`src/rtl/gs_audio_out.sv`:
```
// gs_audio_out: box-averages the 15-bit GS OUTL/OUTR mix into 16-bit signed PCM with volume shift,
// and drives one first-order sigma-delta pin DAC per channel. Define GS_DCBLOCK_EN for the stage-2 DC blocker.
module gs_audio_out #(
  parameter int SMP_LOG2 = 11,
  parameter int DC_SHIFT = 10
) (
  input  logic        clk_i,
  input  logic        reset_i,
  input  logic [14:0] inL_i,
  input  logic [14:0] inR_i,
  input  logic [2:0]  vol_i,
  output logic [15:0] pcmL_o,
  output logic [15:0] pcmR_o,
  output logic        pcmValid_o,
  output logic        dacL_o,
  output logic        dacR_o
);

  localparam int ACC_W = 15 + SMP_LOG2;

  if (DC_SHIFT < 1 || DC_SHIFT > 16) begin : gBadDcShift
    $error("gs_audio_out: DC_SHIFT must be in 1..16");
  end

  // Stage 0: window counter and per-channel accumulators
  logic [SMP_LOG2-1:0] cnt_q, cnt_d;
  logic [ACC_W-1:0]    accL_q, accL_d, accR_q, accR_d;
  logic [ACC_W-1:0]    sumL, sumR;
  logic                windowEnd;
  logic [14:0]         avgL_q, avgL_d, avgR_q, avgR_d;
  logic                avgValid_q, avgValid_d;

  // Stage 1..3 pipeline
  logic signed [15:0]  sL_q, sL_d, sR_q, sR_d;
  logic                sValid_q, sValid_d;
  logic signed [15:0]  yL_q, yL_d, yR_q, yR_d;
  logic                yValid_q, yValid_d;
  logic [2:0]          vol_q, vol_d;
  logic signed [15:0]  shL, shR;
  logic signed [15:0]  pcmL_q, pcmL_d, pcmR_q, pcmR_d;
  logic                pcmValid_q, pcmValid_d;

  // Sigma-delta modulators
  logic [15:0]         sdL_q, sdL_d, sdR_q, sdR_d;
  logic                dacL_q, dacL_d, dacR_q, dacR_d;
  logic                carryL, carryR;

`ifdef GS_DCBLOCK_EN
  logic signed [15:0]  sPrevL_q, sPrevL_d, sPrevR_q, sPrevR_d;

  // y = s - s_prev + y_prev - (y_prev >>> DC_SHIFT); y_prev is the stage-2 register itself
  function automatic logic signed [15:0] dcStep(input logic signed [15:0] s,
                                                input logic signed [15:0] sp,
                                                input logic signed [15:0] yp);
    logic signed [17:0] s18, sp18, yp18, t;
    s18  = {{2{s[15]}}, s};
    sp18 = {{2{sp[15]}}, sp};
    yp18 = {{2{yp[15]}}, yp};
    t    = s18 - sp18 + yp18 - (yp18 >>> DC_SHIFT);
    if (t > 18'sd32767)
      return 16'sh7FFF;
    else if (t < -18'sd32768)
      return 16'sh8000;
    else
      return t[15:0];
  endfunction
`endif

  // Offset-binary average to signed PCM: midpoint 0x4000 maps to zero, full scale doubled
  function automatic logic signed [15:0] toSigned(input logic [14:0] avg);
    logic [15:0] centred;
    centred = {1'b0, avg} - 16'h4000;
    return {centred[14:0], 1'b0};
  endfunction

  always_comb begin
    windowEnd  = &cnt_q;
    cnt_d      = cnt_q + SMP_LOG2'(1);
    sumL       = accL_q + ACC_W'(inL_i);
    sumR       = accR_q + ACC_W'(inR_i);
    accL_d     = windowEnd ? '0 : sumL;
    accR_d     = windowEnd ? '0 : sumR;
    avgL_d     = windowEnd ? sumL[ACC_W-1:SMP_LOG2] : avgL_q;
    avgR_d     = windowEnd ? sumR[ACC_W-1:SMP_LOG2] : avgR_q;
    avgValid_d = windowEnd;
  end

  always_comb begin
    sValid_d = avgValid_q;
    sL_d     = avgValid_q ? toSigned(avgL_q) : sL_q;
    sR_d     = avgValid_q ? toSigned(avgR_q) : sR_q;

    yValid_d = sValid_q;
    vol_d    = sValid_q ? vol_i : vol_q;
`ifdef GS_DCBLOCK_EN
    sPrevL_d = sValid_q ? sL_q : sPrevL_q;
    sPrevR_d = sValid_q ? sR_q : sPrevR_q;
    yL_d     = sValid_q ? dcStep(sL_q, sPrevL_q, yL_q) : yL_q;
    yR_d     = sValid_q ? dcStep(sR_q, sPrevR_q, yR_q) : yR_q;
`else
    yL_d     = sValid_q ? sL_q : yL_q;
    yR_d     = sValid_q ? sR_q : yR_q;
`endif

    shL        = yL_q >>> vol_q;
    shR        = yR_q >>> vol_q;
    pcmValid_d = yValid_q;
    pcmL_d     = yValid_q ? shL : pcmL_q;
    pcmR_d     = yValid_q ? shR : pcmR_q;
  end

  // Carry out of the offset-binary accumulation is the 1-bit DAC output
  always_comb begin
    {carryL, sdL_d} = {1'b0, sdL_q} + {1'b0, pcmL_q ^ 16'h8000};
    {carryR, sdR_d} = {1'b0, sdR_q} + {1'b0, pcmR_q ^ 16'h8000};
    dacL_d = carryL;
    dacR_d = carryR;
  end

  always_ff @(posedge clk_i) begin
    if (reset_i) begin
      cnt_q      <= '0;
      accL_q     <= '0;
      accR_q     <= '0;
      avgL_q     <= '0;
      avgR_q     <= '0;
      avgValid_q <= 1'b0;
      sL_q       <= '0;
      sR_q       <= '0;
      sValid_q   <= 1'b0;
      yL_q       <= '0;
      yR_q       <= '0;
      yValid_q   <= 1'b0;
      vol_q      <= '0;
      pcmL_q     <= '0;
      pcmR_q     <= '0;
      pcmValid_q <= 1'b0;
      sdL_q      <= '0;
      sdR_q      <= '0;
      dacL_q     <= 1'b0;
      dacR_q     <= 1'b0;
`ifdef GS_DCBLOCK_EN
      sPrevL_q   <= '0;
      sPrevR_q   <= '0;
`endif
    end else begin
      cnt_q      <= cnt_d;
      accL_q     <= accL_d;
      accR_q     <= accR_d;
      avgL_q     <= avgL_d;
      avgR_q     <= avgR_d;
      avgValid_q <= avgValid_d;
      sL_q       <= sL_d;
      sR_q       <= sR_d;
      sValid_q   <= sValid_d;
      yL_q       <= yL_d;
      yR_q       <= yR_d;
      yValid_q   <= yValid_d;
      vol_q      <= vol_d;
      pcmL_q     <= pcmL_d;
      pcmR_q     <= pcmR_d;
      pcmValid_q <= pcmValid_d;
      sdL_q      <= sdL_d;
      sdR_q      <= sdR_d;
      dacL_q     <= dacL_d;
      dacR_q     <= dacR_d;
`ifdef GS_DCBLOCK_EN
      sPrevL_q   <= sPrevL_d;
      sPrevR_q   <= sPrevR_d;
`endif
    end
  end

  assign pcmL_o     = pcmL_q;
  assign pcmR_o     = pcmR_q;
  assign pcmValid_o = pcmValid_q;
  assign dacL_o     = dacL_q;
  assign dacR_o     = dacR_q;

endmodule

```
`config.mk`:
```
export PLATFORM = sky130hd
export DESIGN_NAME = gs_audio_out
export DESIGN_NICKNAME = d
export VERILOG_FILES = /design/src/rtl/gs_audio_out.sv
export SDC_FILE = /design/constraint.sdc
export NUM_CORES = 1
export LEC_CHECK = 0
export BUFFER_PORTS_ARGS = -buffer_cell sky130_fd_sc_hd__buf_2
export CORE_MARGIN = 2
export CORE_UTILIZATION = 55
export DETAILED_ROUTE_END_ITERATION = 10
export GPL_TIMING_DRIVEN = 0
export PLACE_DENSITY = 0.76
export SLEW_MARGIN = 40
export SYNTH_ARGS = -nofsm -noshare
export SYNTH_HDL_FRONTEND = slang
export SYNTH_SLANG_ARGS = --single-unit
```
`constraint.sdc`:
```
create_clock -name clk_i -period 2.5 [get_ports clk_i]
set_input_delay 0.125 -clock clk_i [delete_from_list [all_inputs] [get_ports clk_i]]
set_output_delay 0.125 -clock clk_i [all_outputs]
set_load 0.005 [all_outputs]
```
==> results of run 1 <==
## per-layer routing
metal | routed length [um] | track usage, % | part of all wire [%] | up-vias
li1 | - | - | - | 4465
met1 | 10900 | 29.1 | 45 | 4071
met4 | 804 | 7.67 | 3.3 | 0
met3 | 1110 | 3.40 | 4.6 | 55
met2 | 11500 | 39.1 | 47 | 213
met5 | 0 | 0 | 0 | -
## where the power goes
part	switching, uW	total [uW]	internal [uW]
logic	1140	1920	784
clock network	1480	3890	2400
registers	78.3	3890	3810
total	2700	9700	7000
## repair_timing
| item | 4_1_cts | 5_1_grt |
|---|---|---|
| hold endpoints to repair | 5 | 0 |
| cloned | 0 | 0 |
| buffers inserted | 1 | 5 |
| resized for setup | 2 | 14 |
| hold buffers | 5 | 0 |
| setup endpoints to repair | 2 | 22 |
| pin swaps | 3 | 5 |
## worst min-delay path by stage
stage	depth (start not counted)	slack [ps]	from	end
2_1_floorplan	2	270	vol_i[2]	vol_q[2]$_SDFFE_PP0P_
3_3_place_gp	3	400	vol_i[2]	vol_q[2]$_SDFFE_PP0P_
3_5_place_dp	3	410	vol_i[2]	vol_q[2]$_SDFFE_PP0P_
4_1_cts	4	10	reset_i	avgR_q[7]$_SDFFE_PP0P_
5_1_grt	4	60	reset_i	avgR_q[7]$_SDFFE_PP0P_
6_report	4	40	inL_i[1]	accL_q[1]$_SDFF_PP0_
## logic make-up after synthesis
group,share of synthesized area [%]
buf+inv,2.95
xor+xnor,5.61
simple gates,15.5
flops,41.4
fa+ha+maj,7.94
compound gates,15.2
mux,11.4
## cell type report
cell class / count / area (sq um) / share of cell area, %
Multi-Input combinational cell: 894 / 6180 / 48.8
Tap cell: 265 / 332 / 2.62
Clock buffer: 29 / 661 / 5.21
Sequential cell: 226 / 4520 / 35.7
Clock inverter: 15 / 215 / 1.70
Buffer: 58 / 233 / 1.84
Inverter: 24 / 90.1 / 0.711
Timing Repair Buffer: 80 / 440 / 3.47
## synth_stat cells (3+ instances only)
cell,number
dfxtp_1,226
ha_1,63
nand2_1,96
xnor2_1,29
a31oi_1,7
fa_1,4
nor2_1,200
or2_2,3
mux2_2,5
nor2b_1,19
o21ai_0,35
o21a_1,9
o21bai_1,6
a21o_1,22
o21ai_1,38
xor2_1,41
and2_1,9
and3_1,12
a311oi_1,13
nand2b_1,6
or3_1,5
mux2i_1,83
a221oi_1,5
a211oi_1,25
o22ai_1,3
nor3_1,7
o2111ai_1,3
clkbuf_1,38
nand3_1,16
mux4_2,15
buf_2,9
nand4_1,8
a21oi_1,62
and4_1,3
a41oi_1,3
inv_1,22
o211ai_1,14
buf_1,10
## flip-flops by register name, indices dropped and copies added (netlist names), 3 cells and up
name	count
accL_q	26
accR_q	26
pcmL_o	16
pcmR_o	16
sdL_q	16
sdR_q	16
avgL_q	15
avgR_q	15
sL_q	15
sR_q	15
yL_q	15
yR_q	15
cnt_q	11
vol_q	3
## stage by stage
| stage | cells | setup slack (ps) | power, uW | TNS, ps | util (%) |
|---|---|---|---|---|---|
| after floorplan | 1202 | 163 | 5380 | 0 | - |
| after global placement | 1536 | -29.5 | 5700 | -29.5 | 59.7 |
| after detailed placement | 1536 | -61.7 | 5750 | -82.9 | 59.7 |
| after CTS | 1586 | 42.2 | 9680 | 0 | 64.5 |
| after global routing | 1591 | -32.8 | 10200 | -76.1 | 65.1 |
| final | 1591 | 57.4 | 9700 | 0 | 65.1 |
## critical path, delay by kind of cell (launching register included)
kind / cells / cell delay [ps]
buffers and inverters: 1 / 60
adders and majority gates: 2 / 530
DFF: 1 / 310
AOI/OAI and AO/OA: 4 / 770
and+or+nand+nor: 3 / 720
==> impl_metrics.csv, run 1 <==
group,metric,value,unit
layout,nets,1410,
placed_design,dp_hpwl,17.6,mm
layout,final_cell_mix,"dfxtp_1 (226), nor2_1 (200), nand2_1 (96)",
clock_network,clk_pin_slew,60,ps
placed_design,gp_congestion,0.896,
yosys,ys_seq_elements,226,
layout,diodes,0,
die,start_util,56.2,%
critical_path,required,2960,ps
pwr,p_leak,0.00503,uW
yosys,synth.top_cell.area_share,41.4,%
die,pin_count,70,
yosys,syn_inst,1202,
grt,grt_max_degree,15,
timing,fin_crit,2440,ps
detailed_routing,drc_errors,0,
clock_network,cts.root.buffer_cell,"clkbuf_16",
critical_path,ff2ff_path_depth,10,
detailed_routing,antenna_left,0,
grt,gr-total-overflow,0,
detailed_routing,avgRoutedWirePerCell,15.3,um
die,fp.coreArea,0.0195,sq mm
die,die-width,145,um
timing,slew_viol_final,0,
die,rows,51,
pwr,peakVddDrop,0.713,mV
yosys,synth_area_leaders,"dfxtp_1 (41%), mux2i_1 (7.6%), ha_1 (7.2%), nor2_1 (6.9%), nand2_1 (3.3%)",
timing,fin_skew,8.54,ps
layout,fill_cells,1601,
critical_path,crit_slowest_cell,"or4_1",
yosys,synth_edf_count,0,
layout,final_layout_size_suffix_gt1_share,12.8,%
grt,grt_pass1_vias,8614,
yosys,syn_nets,1304,
placed_design,port_buffers,69,
critical_path,crit_start,"accR_q[0]$_SDFF_PP0_",
critical_path,worstReg2RegEnd,"avgR_q[7]$_SDFFE_PP0P_",
timing,holdWs,44.3,ps
layout,design_area,0.0127,sq mm
critical_path,arrival,2900,ps
die,die_y,145,um
critical_path,cp-end-kind,"flip-flop",
run,maxCapViolCount,0,
layout,syn_to_final_growth,15.9,%
hold_path,hold_class,"in2reg",
critical_path,rrSetupSlack,60,ps
critical_path,r2r_start,"accR_q[0]$_SDFF_PP0_",
critical_path,path_cells,"ha_2 -> inv_1 -> fa_2 -> nand2b_4 -> a21oi_2 -> a41o_1 -> a31oi_4 -> o21a_1 -> or4_1 -> nand3_1",
status,outcome,"complete, no violations",
yosys,synth.distinct_cells,61,
critical_path,endpoint,"avgR_q[7]$_SDFFE_PP0P_",
grt,grt_antenna_before_repair,0,
grt,grt_usage,22.7,%
layout,final_common_cell,"dfxtp_1",
timing,tightestPinTransition,853,ps
yosys,syn_area,0.0109,sq mm
clock_network,cts_tree,"done",
yosys,yosysWarnings,0,
clock_network,cts_htree_levels,1,
pwr,p_per_area,765,mW/mm^2
yosys,synthArstFlopShare,0,%
timing,fmax,0.409,GHz
yosys,ys_seq_area_share,41.4,%
placed_design,placed_cell_area,0.0116,sq mm
timing,hold_viol,0,
detailed_routing,drt_iter0_drc,412,
critical_path,cp-start-kind,"flip-flop",
critical_path,path_max_fanout,4,
yosys,synth_top_flop_cell,"dfxtp_1",
yosys,syn_area_per_cell,9.10,sq um
detailed_routing,via_per_inst,5.53,
timing,final-setup-viol-count,0,
critical_path,cpPeakStageDelay,480,ps
grt,grt_pass1_wl,40.8,mm
clock_network,clk-insertion-delay-late,520,ps
yosys,synth_top_area_cell,"dfxtp_1",
clock_network,numClockSinks,226,
timing,fin_crit_sh,97.7,%
detailed_routing,firstDrtPassIters,5,
detailed_routing,drt-total-wl,24.3,mm
clock_network,cts_buffers,24,
clock_network,clk_path_buf_depth,3,
die,die_area,0.0210,sq mm
detailed_routing,num_vias,8804,
critical_path,crit_type,"reg2reg",
timing,relSlewSlack,43.1,%
(Power assumes the default switching activity.)
==> run 2, diff against run 1 <==
--- a/config.mk
+++ b/config.mk
@@ -10,7 +10,7 @@
 export CORE_UTILIZATION = 55
 export DETAILED_ROUTE_END_ITERATION = 10
 export GPL_TIMING_DRIVEN = 0
-export PLACE_DENSITY = 0.76
+export PLACE_DENSITY = 0.77
 export SLEW_MARGIN = 40
 export SYNTH_ARGS = -nofsm -noshare
 export SYNTH_HDL_FRONTEND = slang
==> run 2 against run 1 <==
Sequential cell count stayed put. Maximum frequency rose by 2.4%. Cell area decreased by 0.53%. Critical path depth unchanged. First-iteration DRC count is 1.9% lower. Global-route usage is 0.28 points lower. Register-to-register slack improved by 60 ps.
==> impl_metrics.csv, run 2 (synthesis gave the netlist of run 1 again) <==
group,metric,value,unit
status,outcome,"complete, no violations",
timing,fmax,0.419,GHz
placed_design,gp_congestion,0.894,
placed_design,placed_cells,1536,
timing,fin_crit,2380,ps
layout,final_cell_mix,"dfxtp_1 (225), nor2_1 (200), nand2_1 (96)",
critical_path,crit_slowest_cell,"or4_1",
die,die_area,0.0210,sq mm
clock_network,cts_tree,"done",
timing,rsz0062_at_grt,"yes",
die,start_util,56.2,%
timing,holdWs,23.1,ps
pwr,p_per_area,756,mW/mm^2
pwr,p_leak,0.00501,uW
placed_design,placed_cell_area,0.0116,sq mm
layout,syn_to_final_growth,15.3,%
detailed_routing,avgRoutedWirePerCell,15.1,um
clock_network,numClockSinks,226,
layout,reg_top3,"accL_q x26, accR_q x26",
detailed_routing,antenna_left,0,
pwr,peakVddDrop,0.581,mV
critical_path,path_max_fanout,3,
layout,final_layout_size_suffix_gt1_share,12.5,%
hold_path,worstHoldStart,"reset_i",
critical_path,r2r_start,"accR_q[0]$_SDFF_PP0_",
critical_path,path_cells,"ha_2 -> inv_1 -> fa_2 -> nand2b_1 -> a21oi_2 -> a41o_1 -> a31oi_2 -> o21a_1 -> or4_1 -> nand3_1",
clock_network,clk_path_buf_depth,3,
critical_path,ff2ff_path_depth,10,
grt,grt_max_degree,16,
layout,design_area,0.0126,sq mm
critical_path,rrSetupSlack,120,ps
layout,finish.utilization,64.8,%
layout,diodes,0,
detailed_routing,drc_errors,0,
clock_network,cts_buffers,24,
die,die-width,145,um
detailed_routing,num_vias,8784,
layout,fin_cells,1588,
detailed_routing,drt-total-wl,24.0,mm
critical_path,required,2950,ps
grt,grt_usage,22.4,%
grt,grt_pass1_vias,8623,
layout,nets,1408,
placed_design,port_buffers,69,
clock_network,cts_htree_levels,1,
critical_path,cp-end-kind,"flip-flop",
clock_network,clk_pin_slew,60,ps
grt,grt_pass1_wl,40.3,mm
critical_path,cpPeakStageDelay,460,ps
timing,hold_viol,0,
timing,fin_skew,9.67,ps
timing,final-setup-viol-count,0,
die,rows,51,
run,maxCapViolCount,0,
critical_path,crit_type,"reg2reg",
clock_network,clk-insertion-delay-late,510,ps
hold_path,hold_class,"in2reg",
hold_path,hold_path_end,"avgR_q[7]$_SDFFE_PP0P_",
placed_design,dp_hpwl,17.8,mm
timing,fin_crit_sh,95.4,%
timing,slew_viol_final,0,
detailed_routing,drt_iter0_drc,404,
die,pin_count,70,
layout,final_common_cell,"dfxtp_1",
critical_path,arrival,2840,ps
die,die_y,145,um
grt,grt_antenna_before_repair,0,
timing,tightestPinTransition,786,ps
clock_network,cts.root.buffer_cell,"clkbuf_16",
critical_path,cp-start-kind,"flip-flop",
critical_path,worstReg2RegEnd,"avgR_q[7]$_SDFFE_PP0P_",
timing,relSlewSlack,47.6,%
grt,gr-total-overflow,0,
detailed_routing,firstDrtPassIters,5,
detailed_routing,via_per_inst,5.53,
hold_path,hold_depth,4,
die,fp.coreArea,0.0195,sq mm
[run 2: cell types whose count changed in the layout (fill, tap and decap cells not counted), sizes merged]
cell | before | now
bufinv | 5 | 3
buf | 95 | 93
inv | 23 | 24
clkinvlp | 6 | 1
clkinv | 5 | 6
clkbuf | 67 | 71
[run 2: area by class of cell]
type / count / area [sq um]
Clock inverter: 10 / 139
Sequential cell: 226 / 4530
Tap cell: 265 / 332
Clock buffer: 33 / 716
Inverter: 24 / 90.1
Buffer: 58 / 233
Fill cell: 1603 / 6850
Timing Repair Buffer: 78 / 425
Multi-Input combinational cell: 894 / 6150
[run 2: worst max-delay path by stage]
stage / startpoint / to / slack, ps / cells after the start
after floorplan: accR_q[0]$_SDFF_PP0_ / avgR_q[7]$_SDFFE_PP0P_ / 160 / 10
after global placement: accR_q[0]$_SDFF_PP0_ / avgR_q[7]$_SDFFE_PP0P_ / -30 / 10
after detailed placement: accR_q[0]$_SDFF_PP0_ / avgR_q[7]$_SDFFE_PP0P_ / -30 / 10
after CTS: pcmL_o[3]$_SDFFE_PP0P_ / sdL_q[15]$_SDFF_PP0_ / 0.1 / 8
after global routing: accR_q[0]$_SDFF_PP0_ / avgR_q[7]$_SDFFE_PP0P_ / -40 / 10
final: accR_q[0]$_SDFF_PP0_ / avgR_q[7]$_SDFFE_PP0P_ / 120 / 10
[run 2: per-layer routing]
layer | global-route usage [%] | share of wire (%)
met2 | 39.3 | 47
met1 | 28.4 | 45
met5 | 0 | 0
met4 | 7.03 | 2.7
met3 | 3.36 | 4.6
[run 2: report_power, final]
part	switching (uW)	internal, uW	total (uW)
clock	1450	2320	3770
sequential	78.9	3810	3890
combinational	1100	765	1870
[run 2: per-stage QoR]
step	power, uW	worst slack [ps]	setup TNS, ps
final	9530	115	0
after floorplan	5380	163	0
after detailed placement	5750	-32.5	-32.5
after global routing	9970	-38.7	-38.7
after global placement	5700	-25.6	-25.6
after CTS	9530	0.139	0
[run 2: timing repair]
action / 4_1_cts / 5_1_grt
cloned: 0 / 0
resized for setup: 0 / 14
hold endpoints to repair: 5 / 0
endpoints found under the setup margin: 3 / 27
hold buffers: 5 / 0
pin swaps: 3 / 4
buffers inserted: 2 / 2
[run 2: worst max-delay path, delay by kind of cell (launching register included)]
family | cells | cell delay, ps
AND/OR/NAND/NOR | 3 | 720
buffers and inverters | 1 | 50
adder cells (fa/ha/maj) | 2 | 510
flip-flops | 1 | 310
AO/OA/AOI/OAI | 4 | 750
